<file path="src/rtl/writeback_if.sv">
// Execute-to-writeback bus plus decode read ports and debug status of the writeback stage.
interface writeback_if;
  logic [180:0] EX_WB;
  logic [4:0]   rd_addr_a;
  logic [4:0]   rd_addr_b;
  logic [31:0]  rd_data_a;
  logic [31:0]  rd_data_b;
  logic         wb_valid;
  logic [4:0]   wb_addr;
  logic [31:0]  wb_data;
  logic         halted;
  logic [31:0]  retired;

  modport master (
    output EX_WB, rd_addr_a, rd_addr_b,
    input  rd_data_a, rd_data_b, wb_valid, wb_addr, wb_data, halted, retired
  );

  modport slave (
    input  EX_WB, rd_addr_a, rd_addr_b,
    output rd_data_a, rd_data_b, wb_valid, wb_addr, wb_data, halted, retired
  );
endinterface

</file>
<file path="src/rtl/writeback.sv">
// Final pipeline stage: registers the EX_WB bus, commits into the register file,
// serves two bypassed read ports and tracks halt / retired-instruction count.
module writeback #(
  parameter int unsigned DATA_W = 32,
  parameter int unsigned NREGS  = 32
) (
  input  logic        clock,
  input  logic        reset,
  writeback_if.slave  bus
);
  localparam int unsigned AW = $clog2(NREGS);

  typedef struct packed {
    logic              valid;
    logic              halt;
    logic              we;
    logic [AW-1:0]     addr;
    logic [DATA_W-1:0] data;
  } wb_t;

  typedef enum logic {RUN = 1'b0, HALTED = 1'b1} state_t;

  state_t            r_state;
  state_t            w_state_nxt;
  wb_t               r_wb;
  wb_t               w_wb_nxt;
  logic              w_commit;
  logic [31:0]       r_retired;
  logic [DATA_W-1:0] r_regs [NREGS];
  logic [DATA_W-1:0] w_rd_a;
  logic [DATA_W-1:0] w_rd_b;
  logic              w_byp_ok;
  logic              w_unused_bits;

  assign w_unused_bits = ^bus.EX_WB[180:40];

  // Next state and capture; a capture at the edge that commits a halt is dropped too.
  always_comb begin
    w_state_nxt = r_state;
    w_commit    = 1'b0;
    w_wb_nxt    = '0;
    if (r_state == RUN && r_wb.valid) begin
      w_commit = 1'b1;
      if (r_wb.halt) w_state_nxt = HALTED;
    end
    w_wb_nxt.data  = DATA_W'(bus.EX_WB[31:0]);
    w_wb_nxt.addr  = AW'(bus.EX_WB[36:32]);
    w_wb_nxt.we    = bus.EX_WB[37];
    w_wb_nxt.halt  = bus.EX_WB[38];
    w_wb_nxt.valid = bus.EX_WB[39] && (w_state_nxt == RUN);
  end

  always_ff @(posedge clock or negedge reset) begin
    if (!reset) begin
      r_state   <= RUN;
      r_wb      <= '0;
      r_retired <= '0;
    end else begin
      r_state <= w_state_nxt;
      r_wb    <= w_wb_nxt;
      if (w_commit) r_retired <= r_retired + 32'd1;
    end
  end

  // Register file; entry 0 is never written so it stays zero.
  always_ff @(posedge clock or negedge reset) begin
    if (!reset) begin
      for (int i = 0; i < int'(NREGS); i++) r_regs[i] <= '0;
    end else if (w_commit && r_wb.we && r_wb.addr != '0) begin
      r_regs[r_wb.addr] <= r_wb.data;
    end
  end

  assign w_byp_ok = r_wb.valid && r_wb.we && (r_wb.addr != '0);

  always_comb begin
    w_rd_a = r_regs[bus.rd_addr_a];
    if (bus.rd_addr_a == 5'd0)                        w_rd_a = '0;
    else if (w_byp_ok && AW'(bus.rd_addr_a) == r_wb.addr) w_rd_a = r_wb.data;
  end

  always_comb begin
    w_rd_b = r_regs[bus.rd_addr_b];
    if (bus.rd_addr_b == 5'd0)                        w_rd_b = '0;
    else if (w_byp_ok && AW'(bus.rd_addr_b) == r_wb.addr) w_rd_b = r_wb.data;
  end

  assign bus.rd_data_a = 32'(w_rd_a);
  assign bus.rd_data_b = 32'(w_rd_b);
  assign bus.wb_valid  = r_wb.valid;
  assign bus.wb_addr   = 5'(r_wb.addr);
  assign bus.wb_data   = 32'(r_wb.data);
  assign bus.halted    = (r_state == HALTED);
  assign bus.retired   = r_retired;
endmodule
</file>
<file path="src/flat_wrapper.sv">
// flat-port wrapper written by rule: the top's interface ports become plain ports
module writeback_flat 
#(
  parameter int unsigned DATA_W = 32,
  parameter int unsigned NREGS  = 32
)
  (clock, reset, bus_EX_WB, bus_rd_addr_a, bus_rd_addr_b, bus_rd_data_a, bus_rd_data_b, bus_wb_valid, bus_wb_addr, bus_wb_data, bus_halted, bus_retired);
  writeback_if bus_i ();
  input  logic clock;
  input  logic reset;
  input wire logic [$bits(bus_i.EX_WB)-1:0] bus_EX_WB;
  input wire logic [$bits(bus_i.rd_addr_a)-1:0] bus_rd_addr_a;
  input wire logic [$bits(bus_i.rd_addr_b)-1:0] bus_rd_addr_b;
  output wire logic [$bits(bus_i.rd_data_a)-1:0] bus_rd_data_a;
  output wire logic [$bits(bus_i.rd_data_b)-1:0] bus_rd_data_b;
  output wire logic [$bits(bus_i.wb_valid)-1:0] bus_wb_valid;
  output wire logic [$bits(bus_i.wb_addr)-1:0] bus_wb_addr;
  output wire logic [$bits(bus_i.wb_data)-1:0] bus_wb_data;
  output wire logic [$bits(bus_i.halted)-1:0] bus_halted;
  output wire logic [$bits(bus_i.retired)-1:0] bus_retired;
  assign bus_i.EX_WB = bus_EX_WB;
  assign bus_i.rd_addr_a = bus_rd_addr_a;
  assign bus_i.rd_addr_b = bus_rd_addr_b;
  assign bus_rd_data_a = bus_i.rd_data_a;
  assign bus_rd_data_b = bus_i.rd_data_b;
  assign bus_wb_valid = bus_i.wb_valid;
  assign bus_wb_addr = bus_i.wb_addr;
  assign bus_wb_data = bus_i.wb_data;
  assign bus_halted = bus_i.halted;
  assign bus_retired = bus_i.retired;
  writeback #(.DATA_W(DATA_W), .NREGS(NREGS)) u_core (.clock(clock), .reset(reset), .bus(bus_i));
endmodule
</file>
<file path="config.mk">
export PLATFORM = sky130hd
export DESIGN_NAME = writeback_flat
export DESIGN_NICKNAME = d
export VERILOG_FILES = /design/src/rtl/writeback_if.sv /design/src/rtl/writeback.sv /design/src/flat_wrapper.sv
export SDC_FILE = /design/constraint.sdc
export NUM_CORES = 2
export LEC_CHECK = 0
export BUFFER_PORTS_ARGS = -buffer_cell sky130_fd_sc_hd__buf_4
export CAP_MARGIN = 10
export CORE_MARGIN = 3
export CORE_UTILIZATION = 35
export CTS_BUF_LIST = sky130_fd_sc_hd__clkbuf_16
export DETAILED_ROUTE_END_ITERATION = 8
export SYNTH_ARGS = -nofsm -noshare
export SYNTH_HDL_FRONTEND = slang
export SYNTH_SLANG_ARGS = --single-unit
</file>
<file path="constraint.sdc">
create_clock -name clock -period 2.5 [get_ports clock]
set_clock_uncertainty 0.1 [all_clocks]
set_input_delay 0.375 -clock clock [delete_from_list [all_inputs] [get_ports clock]]
set_output_delay 0.375 -clock clock [all_outputs]
set_load 0.01 [all_outputs]
</file>
==> impl_metrics.yaml <==
place:
  placed_cell_area_um2: 66820
  routabilityCongestion: 0.8786
  dp_hpwl_mm: 141.2
  dp_cells: 6523
  port_buffers: 186
  place_ws_ns: -0.9936
route:
  drc_errors: 0
  post_drt_wl_per_cell_um: 30.68
  finalWirelength_mm: 209.6
  dr.pass1.iters: 5
  vias_per_cell: 5.967
  drt-initial-drc-count: 3734
  vias: 40750
  ant_nets: 0
setup_path:
  ff2ff_setup_slack_ns: 0.04
  slowest_delay_ns: 0.38
  required_ns: 2.03
  cp_top_family: "buffers and inverters"
  path_depth: 15
  slowest_stage: "dfrtp_1"
  endpoint_kind: "output pin"
  cpMostUsedCell: "buf_6"
  critPathMaxFanout: 5
  arrival_ns: 3.31
  start_kind: "flip-flop"
  rr_endpoint: "u_core.r_regs[162]$_DFFE_PN0P_"
  crit_path_cell_trace: "buf_4 -> buf_6 -> xnor2_2 -> nand3_2 -> nor4_4 -> buf_12 -> nor2_4 -> buf_12 -> buf_6 -> buf_8 -> buf_6 -> a32oi_2 -> o21ai_1 -> buf_4 -> buf_6"
  path_class: "reg -> out"
  timing.rr.start: "u_core.bus.wb_valid$_DFF_PN0_"
  rr_worst_depth: 8
  crit_buf_inv: 9
global_routing:
  antenna_found_initial: 5
  grt_use_total: 0.2382
  grt_pass1_wl_mm: 302.8
  grt_max_degree: 119
  grt_pass1_vias: 41630
  globalRoute.totalOverflow: 0
layout:
  fin_nets: 4732
  num_antenna_cells: 0
  stdcell_area_um2: 73010
  stdcell_count: 6830
  area_growth_pct: 24.15
  drive_above_1_share: 0.5518
die:
  ios: 328
  die_w_um: 415.9
  coreArea_um2: 165900
  start_util: 0.3544
  fp-row-count: 149
  die_h_um: 415.9
  design.die.area_um2: 173000
logic_synthesis:
  syn_avg_cell_area_um2: 14.64
  synthFlopType: "dfrtp_1"
  netlist.area_leader.share: 0.4668
  synth_area_um2: 58810
  yosysSeqAreaShare: 0.4668
  synthTopCellsByArea: "dfrtp_1, mux2_2, mux4_2, mux2i_1, mux4_1"
  synth.net_count: 4210
  synthTopCellsByCount: "dfrtp_1, mux2_2, mux4_2, mux2i_1, clkbuf_1"
  synthArstFlopShare: 1.000
  synth_warnings: 0
  synthCells: 4016
  synth_cell_types: 70
  synth_area_leader_cell: "dfrtp_1"
  yosysMostFrequentCell: "dfrtp_1"
  synth_edf_count: 0
  synth-seq-cells: 1097
status:
  status: "finished with violations"
  violations: "negative setup slack"
clock_tree:
  clk_latency_ns: 0.80
  root_buffer: "clkbuf_16"
  numCtsBuffers: 121
  cts_tree: "built"
  cts_max_path_buffers: 3
  path_clk_slew_ns: 0.06
  clock-sinks: 1097
  htreeDepth: 3
sta:
  grt_setup_unrepaired: "true"
  period_needed_ns: 3.785
  maxSlewViolCount: 0
  worstMarginPinSlew_ns: 0.6772
  hold_viol_final: 0
  fin_ws_ns: -1.285
  period_share: 1.514
  tns_ns: -70.85
  relSlewSlack: 0.5485
  fmaxAchievable_mhz: 264.2
  setup_viol: 64
  whs_ns: 0.1114
worst_hold_path:
  min_from: "bus_EX_WB[28]"
  hold_end: "u_core.bus.wb_data[28]$_DFF_PN0_"
  min_path_cells: 2
  min_path_type: "in -> reg"
power_and_ir_drop:
  swShare: 0.2635
  leakage_nw: 34.32
  combPwrFrac: 0.119
  powerDensity_nw_per_um2: 570.7
  p_int_mw: 30.69
  seq_power_share: 0.450
  vdd_drop_max_v: 0.0006419
  pwr-share-clk: 0.431
  p_switching_mw: 10.98
run:
  drv_cap: 0
==> kinds of logic (layout without fill, tap and decap cells) <==
kind of cell	Yosys count	in the layout	synth area share
compound gates	389	389	0.04657
xor+xnor	41	41	0.006106
fa+ha+maj	1	1	0.0002127
buf+inv	483	1108	0.04589
flops	1097	1097	0.4668
mux	1697	1697	0.4090
simple gates	308	308	0.02547
==> cell usage in the layout, fill, tap and decap left out, types with 11 or more instances in the layout <==
master / n
buf_6: 62
dfrtp_1: 1088
xnor2_1: 30
buf_4: 589
clkbuf_16: 122
dlygate4sd3_1: 43
nor2_1: 58
nand3_1: 26
a22oi_1: 26
a21oi_1: 60
a32oi_1: 12
clkinv_2: 20
nand4_1: 11
a221o_1: 22
nand2_1: 63
nor3_1: 14
o21ai_1: 20
o21ai_0: 47
mux4_1: 55
buf_12: 162
mux2_2: 1001
a221oi_1: 53
clkinv_1: 37
mux2_1: 21
inv_1: 32
nor2b_1: 18
mux4_2: 391
bufinv_16: 12
a211oi_1: 33
mux2i_1: 229
nand2_2: 31
==> power groups by stage <==
stage          Clock [mW]  Combinational (mW)  Sequential (mW)
3_5_place_dp            0                4.62             19.1
4_1_cts              18.3                4.93             18.7
5_1_grt              19.0                5.25             18.8
3_3_place_gp            0                4.58             19.0
6_report             17.9                4.95             18.8
2_1_floorplan           0                2.43             18.9
==> through the flow <==
step / util / total power, mW
3_5_place_dp: 0.4027 / 23.68
4_1_cts: 0.4383 / 41.99
6_report: 0.4400 / 41.66
3_3_place_gp: 0.4027 / 23.62
2_1_floorplan: - / 21.32
5_1_grt: 0.4400 / 43.09
==> sequential cells by signal (all words and copies together), names as in the netlist <==
name	count
u_core.bus.wb_valid	1
u_core.bus.retired	32
u_core.bus.wb_addr	5
u_core.r_regs	1024
u_core.bus.halted	1
u_core.r_wb	2
u_core.bus.wb_data	32
==> worst max-delay path by stage <==
stage,startpoint,endpoint
global placement,u_core.bus.wb_addr[4]$_DFF_PN0_,bus_rd_data_b[18]
floorplan,bus_rd_addr_a[0],bus_rd_data_a[30]
CTS,u_core.bus.wb_addr[2]$_DFF_PN0_,bus_rd_data_b[2]
finish,u_core.bus.wb_addr[4]$_DFF_PN0_,bus_rd_data_b[9]
global route,u_core.bus.wb_addr[4]$_DFF_PN0_,bus_rd_data_b[2]
detailed placement,u_core.bus.wb_addr[4]$_DFF_PN0_,bus_rd_data_b[18]
==> routing by layer <==
layer,part of all wire,track usage
met5,0.000062,0
met4,0.045,0.09462
met3,0.074,0.04700
met2,0.46,0.3748
met1,0.42,0.3241
==> cell type report <==
| cell class | instances | area [um2] |
|---|---|---|
| multi-input combinational | 2436 | 29800 |
| sequential | 1097 | 27460 |
| fill | 14760 | 92910 |
| timing repair buffer | 868 | 8996 |
| clock inverter | 105 | 925.9 |
| clock buffer | 121 | 3028 |
| inverter | 14 | 57.56 |
| tap | 2189 | 2739 |
==> what timing repair did <==
item | CTS | global route
setup buffers | 37 | 15
hold endpoints to repair | 609 | 0
endpoints found under the setup margin | 88 | 74
hold buffers | 43 | 0
resized for setup | 261 | 54
gates cloned | 1 | 1
pin swaps | 51 | 19
Power figures use the tool's default switching activity.
